===== src/rtl/gpio_in_conditioner.sv =====
// GPIO input conditioner: 2-flop sync, per-bit debounce, edge strobe, sticky irq.
// Optional GPIO_IN_ANY_EDGE_EN adds irq_any to trigger on either edge per bit.
module gpio_in_conditioner #(
  parameter int WIDTH      = 8,
  parameter int DEB_CYCLES = 16,
  parameter int CNT_W      = 16
) (
  input  logic             clk,
  input  logic             RSTn,
  input  logic [WIDTH-1:0] pin_in,
  input  logic [WIDTH-1:0] irq_en,
  input  logic [WIDTH-1:0] irq_rise,
  input  logic [WIDTH-1:0] irq_clr,
`ifdef GPIO_IN_ANY_EDGE_EN
  input  logic [WIDTH-1:0] irq_any,
`endif
  output logic [WIDTH-1:0] dat_out,
  output logic [WIDTH-1:0] edge_pulse,
  output logic [WIDTH-1:0] irq_pend,
  output logic             irq
);

  localparam logic [CNT_W-1:0] DEB_LAST = CNT_W'(DEB_CYCLES - 1);
  localparam logic [CNT_W-1:0] CNT_ONE  = CNT_W'(1);

  logic [WIDTH-1:0]            sync1;
  logic [WIDTH-1:0]            sync2;
  logic [WIDTH-1:0][CNT_W-1:0] cnt;
  logic [WIDTH-1:0][CNT_W-1:0] cnt_nxt;
  logic [WIDTH-1:0]            accept;
  logic [WIDTH-1:0]            trig;
  logic [WIDTH-1:0]            pend_set;
  logic [WIDTH-1:0]            pend_nxt;
  logic                        irq_nxt;

  always_ff @(posedge clk or negedge RSTn) begin
    if (!RSTn) begin
      sync1 <= '0;
      sync2 <= '0;
    end else begin
      sync1 <= pin_in;
      sync2 <= sync1;
    end
  end

  // A level is accepted only after DEB_CYCLES consecutive mismatching samples.
  always_comb begin
    cnt_nxt = cnt;
    accept  = '0;
    for (int i = 0; i < WIDTH; i++) begin
      if (sync2[i] == dat_out[i]) begin
        cnt_nxt[i] = '0;
      end else if (cnt[i] == DEB_LAST) begin
        cnt_nxt[i] = '0;
        accept[i]  = 1'b1;
      end else begin
        cnt_nxt[i] = cnt[i] + CNT_ONE;
      end
    end
  end

  // The accepted value is sync2, so polarity match is sync2 == irq_rise.
`ifdef GPIO_IN_ANY_EDGE_EN
  assign trig = irq_any | ~(sync2 ^ irq_rise);
`else
  assign trig = ~(sync2 ^ irq_rise);
`endif

  assign pend_set = accept & trig;
  assign pend_nxt = (irq_pend & ~irq_clr) | pend_set;
  assign irq_nxt  = |(irq_pend & irq_en);

  always_ff @(posedge clk or negedge RSTn) begin
    if (!RSTn) begin
      cnt        <= '0;
      dat_out    <= '0;
      edge_pulse <= '0;
      irq_pend   <= '0;
      irq        <= 1'b0;
    end else begin
      cnt        <= cnt_nxt;
      dat_out    <= dat_out ^ accept;
      edge_pulse <= accept;
      irq_pend   <= pend_nxt;
      irq        <= irq_nxt;
    end
  end

endmodule

===== config.mk =====
export PLATFORM = sky130hd
export DESIGN_NAME = gpio_in_conditioner
export DESIGN_NICKNAME = d
export VERILOG_FILES = /design/src/rtl/gpio_in_conditioner.sv
export SDC_FILE = /design/constraint.sdc
export NUM_CORES = 1
export LEC_CHECK = 0
export BUFFER_PORTS_ARGS = -buffer_cell sky130_fd_sc_hd__buf_2
export CORE_MARGIN = 4
export CORE_UTILIZATION = 40
export DETAILED_ROUTE_END_ITERATION = 16
export HOLD_SLACK_MARGIN = 0.05
export PLACE_DENSITY_LB_ADDON = 0.15
export SLEW_MARGIN = 20
export SYNTH_ARGS = -nofsm -noshare
export SYNTH_HDL_FRONTEND = slang
export SYNTH_SLANG_ARGS = --single-unit

===== constraint.sdc =====
create_clock -name clk -period 1.6 [get_ports clk]
set_input_delay 0.48 -clock clk [delete_from_list [all_inputs] [get_ports clk]]
set_output_delay 0.48 -clock clk [all_outputs]
set_load 0.005 [all_outputs]

Yosys cells after proc, flatten, opt, wreduce, memory -nomap -nowiden --
Index checks and enable logic that the tools add are counted.
Word-level totals: input bits 34, output and inout port bits 25, register bits 169
Operators by class: bitwise logic cells 8, equal/unequal tests 16, reductions and logical operators 1, mux-type cells 32, add/sub/neg operators 8
Operators with widths (number):
- $mux 16 | 16
- $add 16x1->16 const B | 8
- $eq 16x4->1 const B | 8
- $and 8x8->8 | 3
- $mux 1 | 16
- $not 8->8 | 2
- $xor 8x8->8 | 2
- $eq 1x1->1 | 8
- $or 8x8->8 | 1
- $reduce_or 8->1 | 1

Logic depth before layout (Yosys ltp) --
Gate-level depths: netlist (run 1).
depth in word-level cells 5, gate-level depth with buffers 6

Worst setup path after synthesis (run 1) --
Ideal clock, no wire load.
path kind reg2reg, start register cnt[16] (netlist bit), end register cnt[22] (netlist bit), setup time 0.121 ns, slack 0.112 ns, period minus slack after synthesis 1.488 ns, cell stages (with the launch flop) 7, arrival 1.366 ns, path through dfrtp_1 > ha_1 > and3_1 > nand4_1 > nand2_1 > buf_2 > nor2_1
RTL lines:
- from (decl) | RTL line 28 | logic [WIDTH-1:0][CNT_W-1:0] cnt;
- from (signal assigned) | RTL line 81 | cnt <= cnt_nxt;

==> flow_metrics.tcl, run 1 <==
set metrics [dict create \
    crit_fanout 5 \
    drtAntennaViolNets 0 \
    worst_slew_pin_slew_ns 0.377 \
    required_ns 1.95 \
    drc_errors 0 \
    place_inst 1074 \
    leakage_nw 3.97 \
    skew_ns 0.0108 \
    syn_area_sq_mm 0.00763 \
    die_y_um 146 \
    avgSynthCellArea_sq_um 10.4 \
    ys_ff_latch 169 \
    tritoncts "yes" \
    firstDrtPassIters 5 \
    syn_to_final_growth_pct 23.5 \
    post-route-util_pct 50.2 \
    globalplace.congestion 0.848 \
    synth_xor_area_share_pct 13.4 \
    path_class "flop to flop" \
    portBuffers 58 \
    nNetsFinal 909 \
    drive_gt1_share_pct 22.1 \
    synth_nets 777 \
    finalSetupViolCount 0 \
    wirelength_mm 15.4 \
    clock_sinks 169 \
    slew_viol_final 0 \
    dp_hpwl_mm 11.0 \
    synth-simple-area-share_pct 24.5 \
    coreArea_sq_mm 0.0188 \
    fin_crit_ns 1.54 \
    drt_iter0_markers 363 \
    final_hold_viol_count 0 \
    clk_latency_ns 0.42 \
    critPathTopFamily "simple AND/OR/NAND/NOR gates" \
    io_pins 59 \
    vdd_ir_drop_max_uv 701 \
    ys_warn_count 0 \
    clock.fmax_mhz 648 \
    synth_fa_ha_area_share_pct 1.31 \
    layout_commonest_cell "dfrtp_1" \
    rows 50 \
    slowest_delay_ns 0.49 \
    clk_pin_slew_worst_paths_ns 0.06 \
    path_cells "nand3_4 > or2_4 > or4_1 > a21oi_2" \
    initial_core_util_pct 40.7 \
    synthMuxAreaShare_pct 1.18 \
    outcome "finished clean" \
    power.density_mw_per_mm2 917 \
    pre_cts_slack_ns 0.0407 \
    antenna_found_initial 0 \
    maxCapViolations 0 \
    ys_types 24 \
    dieArea_sq_mm 0.0214 \
    detail_route.wl_per_cell_um 13.8 \
    fin_crit_sh_pct 96.5 \
    nFillCells 1675 \
    grt_pass1_vias 5562 \
    diodes 0 \
    fin_cells 1113 \
    mostFrequentLayoutCells "dfrtp_1 (169), nor2_1 (132), xnor2_1 (93)" \
    crit_path_end_kind "flop" \
    hold_class "input port to flop" \
    synth_seq_area_share_pct 55.4 \
    cts_buffers 17 \
    critPathLaunchType "flop" \
    grt.total_usage_pct 14.9 \
    cts_max_level 4 \
    grt_pass1_wl_mm 26.5 \
    cts.root.buffer_cell "clkbuf_16" \
    die_w_um 146 \
    slowest_stage "or4_1" \
    synth_top_family_by_area "simple AND/OR/NAND/NOR gates" \
    synthCells 735 \
    cts_buffer_depth 2 \
    grt_max_degree 42 \
    num_vias 5645 \
    avgViaCountPerCell 5.07 \
    worst_slack_ns 0.0568 \
    maxSlewHeadroom_pct 74.7 \
    synth_compound_area_share_pct 2.06 \
    path_buf_inv 0 \
    grt-ovfl-total 0 \
    arrival_ns 1.89 \
    rsz0062_at_grt "true" \
]
==> through the flow <==
| stage | power [mW] | setup TNS, ns | hold slack [ns] | cell area [sq um] |
|---|---|---|---|---|
| 3_5_place_dp | 4.84 | 0 | 0.336 | 8630 |
| 6_report | 8.65 | 0 | 0.165 | 9430 |
| 4_1_cts | 8.76 | 0 | 0.141 | 9210 |
| 2_1_floorplan | 4.61 | 0 | 0.184 | 7630 |
| 3_3_place_gp | 4.83 | 0 | 0.334 | 8630 |
| 5_1_grt | 9.06 | -0.305 | 0.134 | 9430 |
==> cells in the mapped netlist, drive strengths merged <==
library cell | instances | area, sq um
nand3 | 48 | 278
mux2 | 8 | 90.1
a21oi | 11 | 55.1
o22ai | 8 | 50.1
nand2 | 25 | 93.8
nand4 | 33 | 219
xnor2 | 93 | 815
xor2 | 24 | 210
nor2b | 15 | 93.8
nor2 | 132 | 495
o31ai | 3 | 22.5
a22oi | 4 | 30.0
or4 | 3 | 22.5
nor4 | 53 | 332
ha | 8 | 100
or2 | 3 | 26.3
nor3 | 32 | 160
dfrtp | 169 | 4230
and3 | 16 | 100
nor3b | 7 | 52.6
buf | 8 | 40.0
inv | 32 | 120
==> layout make-up <==
cell class / count / area [sq um] / area share (%)
Clock buffer: 25 / 495 / 5.26
Clock inverter: 6 / 65.1 / 0.690
Inverter: 32 / 120 / 1.27
Multi-Input combinational cell: 526 / 3410 / 36.2
Sequential cell: 169 / 4230 / 44.9
Tap cell: 234 / 293 / 3.11
Timing Repair Buffer: 121 / 813 / 8.63
==> state kept, by name, summed over array words and instances (netlist names), named ones only <==
register    flops
sync2           8
irq_pend        8
irq             1
edge_pulse      8
cnt           128
sync1           8
==> power breakdown <==
part           leakage, nW  internal [mW]  total, mW  switching (mW)
Combinational         1.40          0.160      0.365           0.205
Clock                0.262           2.30       3.87            1.57
Sequential            2.30           4.34       4.41          0.0680
==> worst reg2reg max path: stages (launching register included) <==
cell and delay, ns:
dfrtp_1 0.47, nand3_4 0.10, or2_4 0.27, or4_1 0.49
a21oi_2 0.15
==> path summary, 6_finish.rpt <==
path	startpoint	to	slack, ns	depth (start not counted)
max in group asynchronous	RSTn	cnt[48]$_DFF_PN0_	0.57	3
setup / recovery	cnt[100]$_DFF_PN0_	cnt[111]$_DFF_PN0_	0.06	4
setup reg to reg	cnt[100]$_DFF_PN0_	cnt[111]$_DFF_PN0_	0.06	4
hold / removal	pin_in[6]	sync1[6]$_DFF_PN0_	0.17	1
hold reg to reg	sync1[5]$_DFF_PN0_	sync2[5]$_DFF_PN0_	0.35	0
min in group asynchronous	RSTn	cnt[28]$_DFF_PN0_	0.50	2
==> logic make-up after synthesis <==
group / after synthesis
flops: 169
fa+ha+maj: 8
simple gates: 367
buf+inv: 40
xor+xnor: 117
mux: 8
compound gates: 26
==> layer usage <==
layer	part of all wire (%)	track usage [%]
met1	48	20.1
met2	46	23.1
met3	3.5	4.31
met4	2.3	5.27
met5	0	0
==> what timing repair did <==
action | 4_1_cts | 5_1_grt
resized for setup | 0 | 33
hold buffers | 1 | 0
endpoints found under the setup margin | 0 | 113
endpoints found under the hold margin | 22 | 0
setup buffers | 0 | 7
(Power assumes the default switching activity.)
==> run 2: changes to the inputs <==
- ABC_AREA: default -> 1
==> flow_metrics.tcl, run 2 <==
set metrics [dict create \
    pre_cts_slack_ns 0.0938 \
    setup_tns_ns 0 \
    ys_ff_latch 169 \
    postCtsSetupBuffers 0 \
    power.density_mw_per_mm2 895 \
    synthTopCellsByCount "nand2_1 (311), nor2_1 (294), dfrtp_1 (169)" \
    dieArea_sq_mm 0.0247 \
    coreArea_sq_mm 0.0219 \
    required_ns 1.12 \
    drive_gt1_share_pct 12.8 \
    rows 54 \
    antenna_found_initial 0 \
    detail_route.wl_per_cell_um 12.1 \
    p_int_mw 7.25 \
    clock.fmax_mhz 666 \
    leakage_nw 4.70 \
    maxSlewHeadroom_pct 70.5 \
    die_w_um 157 \
    path_cells "buf_2" \
    fin_crit_sh_pct 93.8 \
    maxCapViolations 0 \
    tritoncts "yes" \
    pwr-share-comb_pct 4.0 \
    fin_crit_ns 1.50 \
    skew_ns 0.0106 \
    arrival_ns 1.02 \
    synth_most_common_cell "nand2_1" \
    io_pins 59 \
    synth_nets 1237 \
    diodes 0 \
    cts_buffers 17 \
    seqPwrFrac_pct 47.8 \
    die_y_um 157 \
    worst_slack_ns 0.0988 \
    finalSetupViolCount 0 \
    synth_seq_area_share_pct 47.4 \
    initial_core_util_pct 40.7 \
    async_flop_share_pct 100 \
    clk_latency_ns 0.42 \
    ys_types 28 \
    vdd_ir_drop_max_uv 652 \
    p_switching_mw 1.98 \
    syn_area_sq_mm 0.00892 \
    drtAntennaViolNets 0 \
    cts.root.buffer_cell "clkbuf_16" \
    critPathLaunchType "flop" \
    clk_pin_slew_worst_paths_ns 0.07 \
    grt_pass1_wl_mm 32.8 \
    drt_iter0_markers 334 \
    largest_reg_flops 128 \
    outcome "finished clean" \
    slowest_delay_ns 0.44 \
    swShare_pct 21.4 \
    globalplace.congestion 0.854 \
    regMostFlops "cnt" \
    grt_pass1_vias 6920 \
    layout_commonest_cell "nand2_1" \
    avgSynthCellArea_sq_um 7.46 \
    slowest_stage "dfrtp_1" \
    critPathTopFamily "flip-flops" \
    path_class "flop to primary output" \
    synth_area_leader_cell "dfrtp_1" \
    syn_to_final_growth_pct 15.6 \
    path_buf_inv 1 \
    slew_viol_final 0 \
    hold_class "input port to flop" \
    cts_max_level 4 \
    firstDrtPassIters 5 \
    nFillCells 2218 \
    grt-ovfl-total 0 \
    synth.top_cells.by_area "dfrtp_1 (47%), nand2_1 (13%), nor2_1 (12%)" \
    power.clock.fraction_pct 48.2 \
    mostFrequentLayoutCells "nand2_1 (310), nor2_1 (293), dfrtp_1 (169)" \
    grt_max_degree 40 \
    grt.total_usage_pct 16.2 \
    yosys.area.top_type_share_pct 47.4 \
    avgViaCountPerCell 4.76 \
    nNetsFinal 1318 \
    synthFlopType "dfrtp_1" \
    drc_errors 0 \
    crit_fanout 3 \
    final_hold_viol_count 0 \
    synth_edf_count 0 \
    ys_warn_count 0 \
    wirelength_mm 19.0 \
    cts_buffer_depth 2 \
    dp_hpwl_mm 14.6 \
    num_vias 7473 \
    crit_path_end_kind "primary output" \
    worst_slew_pin_slew_ns 0.442 \
    clock_sinks 169 \
    synthCells 1195 \
    portBuffers 58 \
    rsz0062_at_grt "true" \
]
==> run 2: changes by cell type after synthesis, sizes merged, moves of 21 or more <==
cell   delta
xnor2    -85
nand4    +21
inv     +104
nor4     -53
nand2   +303
nor2    +187
==> run 2: repair_timing <==
| action | 4_1_cts | 5_1_grt |
|---|---|---|
| resized for setup | 0 | 7 |
| hold buffers | 1 | 0 |
| endpoints found under the setup margin | 0 | 21 |
| hold endpoints to repair | 33 | 0 |
==> run 2: power groups by stage <==
stage                     logic, mW  registers [mW]  clock network (mW)
after CTS                     0.380            4.41                4.60
after detailed placement      0.377            4.49                   0
after global routing          0.431            4.42                4.79
final                         0.367            4.41                4.45
after floorplan               0.175            4.47                   0
after global placement        0.375            4.49                   0
==> run 2: path summary, 6_finish.rpt <==
check | startpoint | to | slack (ns) | depth (start not counted)
worst min-delay path | pin_in[3] | sync1[3]$_DFF_PN0_ | 0.16 | 1
worst max register to register | cnt[32]$_DFF_PN0_ | cnt[33]$_DFF_PN0_ | 0.13 | 6
min in group asynchronous | RSTn | cnt[119]$_DFF_PN0_ | 0.55 | 2
worst max-delay path | irq_pend[2]$_DFF_PN0_ | irq_pend[2] | 0.1 | 1
max in group asynchronous | RSTn | cnt[94]$_DFF_PN0_ | 0.53 | 3
worst min register to register | sync1[0]$_DFF_PN0_ | sync2[0]$_DFF_PN0_ | 0.35 | 0
==> run 2: kinds of logic after synthesis <==
family | count (synthesis) | share of synthesized area, %
flip-flops | 169 | 47.4
adder cells (fa/ha/maj) | 8 | 1.12
buffers and inverters | 144 | 6.50
AND/OR/NAND/NOR | 800 | 39.0
XOR/XNOR | 31 | 3.05
AO/OA/AOI/OAI | 43 | 2.95
==> run 2: cell type report <==
cell class	instances	area [sq um]	share of cell area, %
Sequential cell	169	4230	41.0
Multi-Input combinational cell	882	4130	40.1
Inverter	136	510	4.95
Timing Repair Buffer	70	454	4.41
Clock buffer	21	440	4.27
Tap cell	280	350	3.40
Clock inverter	11	195	1.89
==> run 2: metal layers <==
metal	global-route usage, %	part of all wire (%)
met2	25.9	46
met1	22.6	49
met5	0	0
met4	4.34	1.3
met3	3.08	4.1
==> run 2: stage by stage <==
step / instance area, sq um / total power, mW / instances / util [%] / hold slack, ns
global route: 10300 / 9.64 / 1569 / 47.1 / 0.135
CTS: 10300 / 9.39 / 1569 / 47.0 / 0.138
detailed placement: 9640 / 4.87 / 1536 / 44.0 / 0.336
finish: 10300 / 9.23 / 1569 / 47.1 / 0.157
floorplan: 8920 / 4.65 / 1195 / - / 0.184
global placement: 9640 / 4.86 / 1536 / 44.0 / 0.333
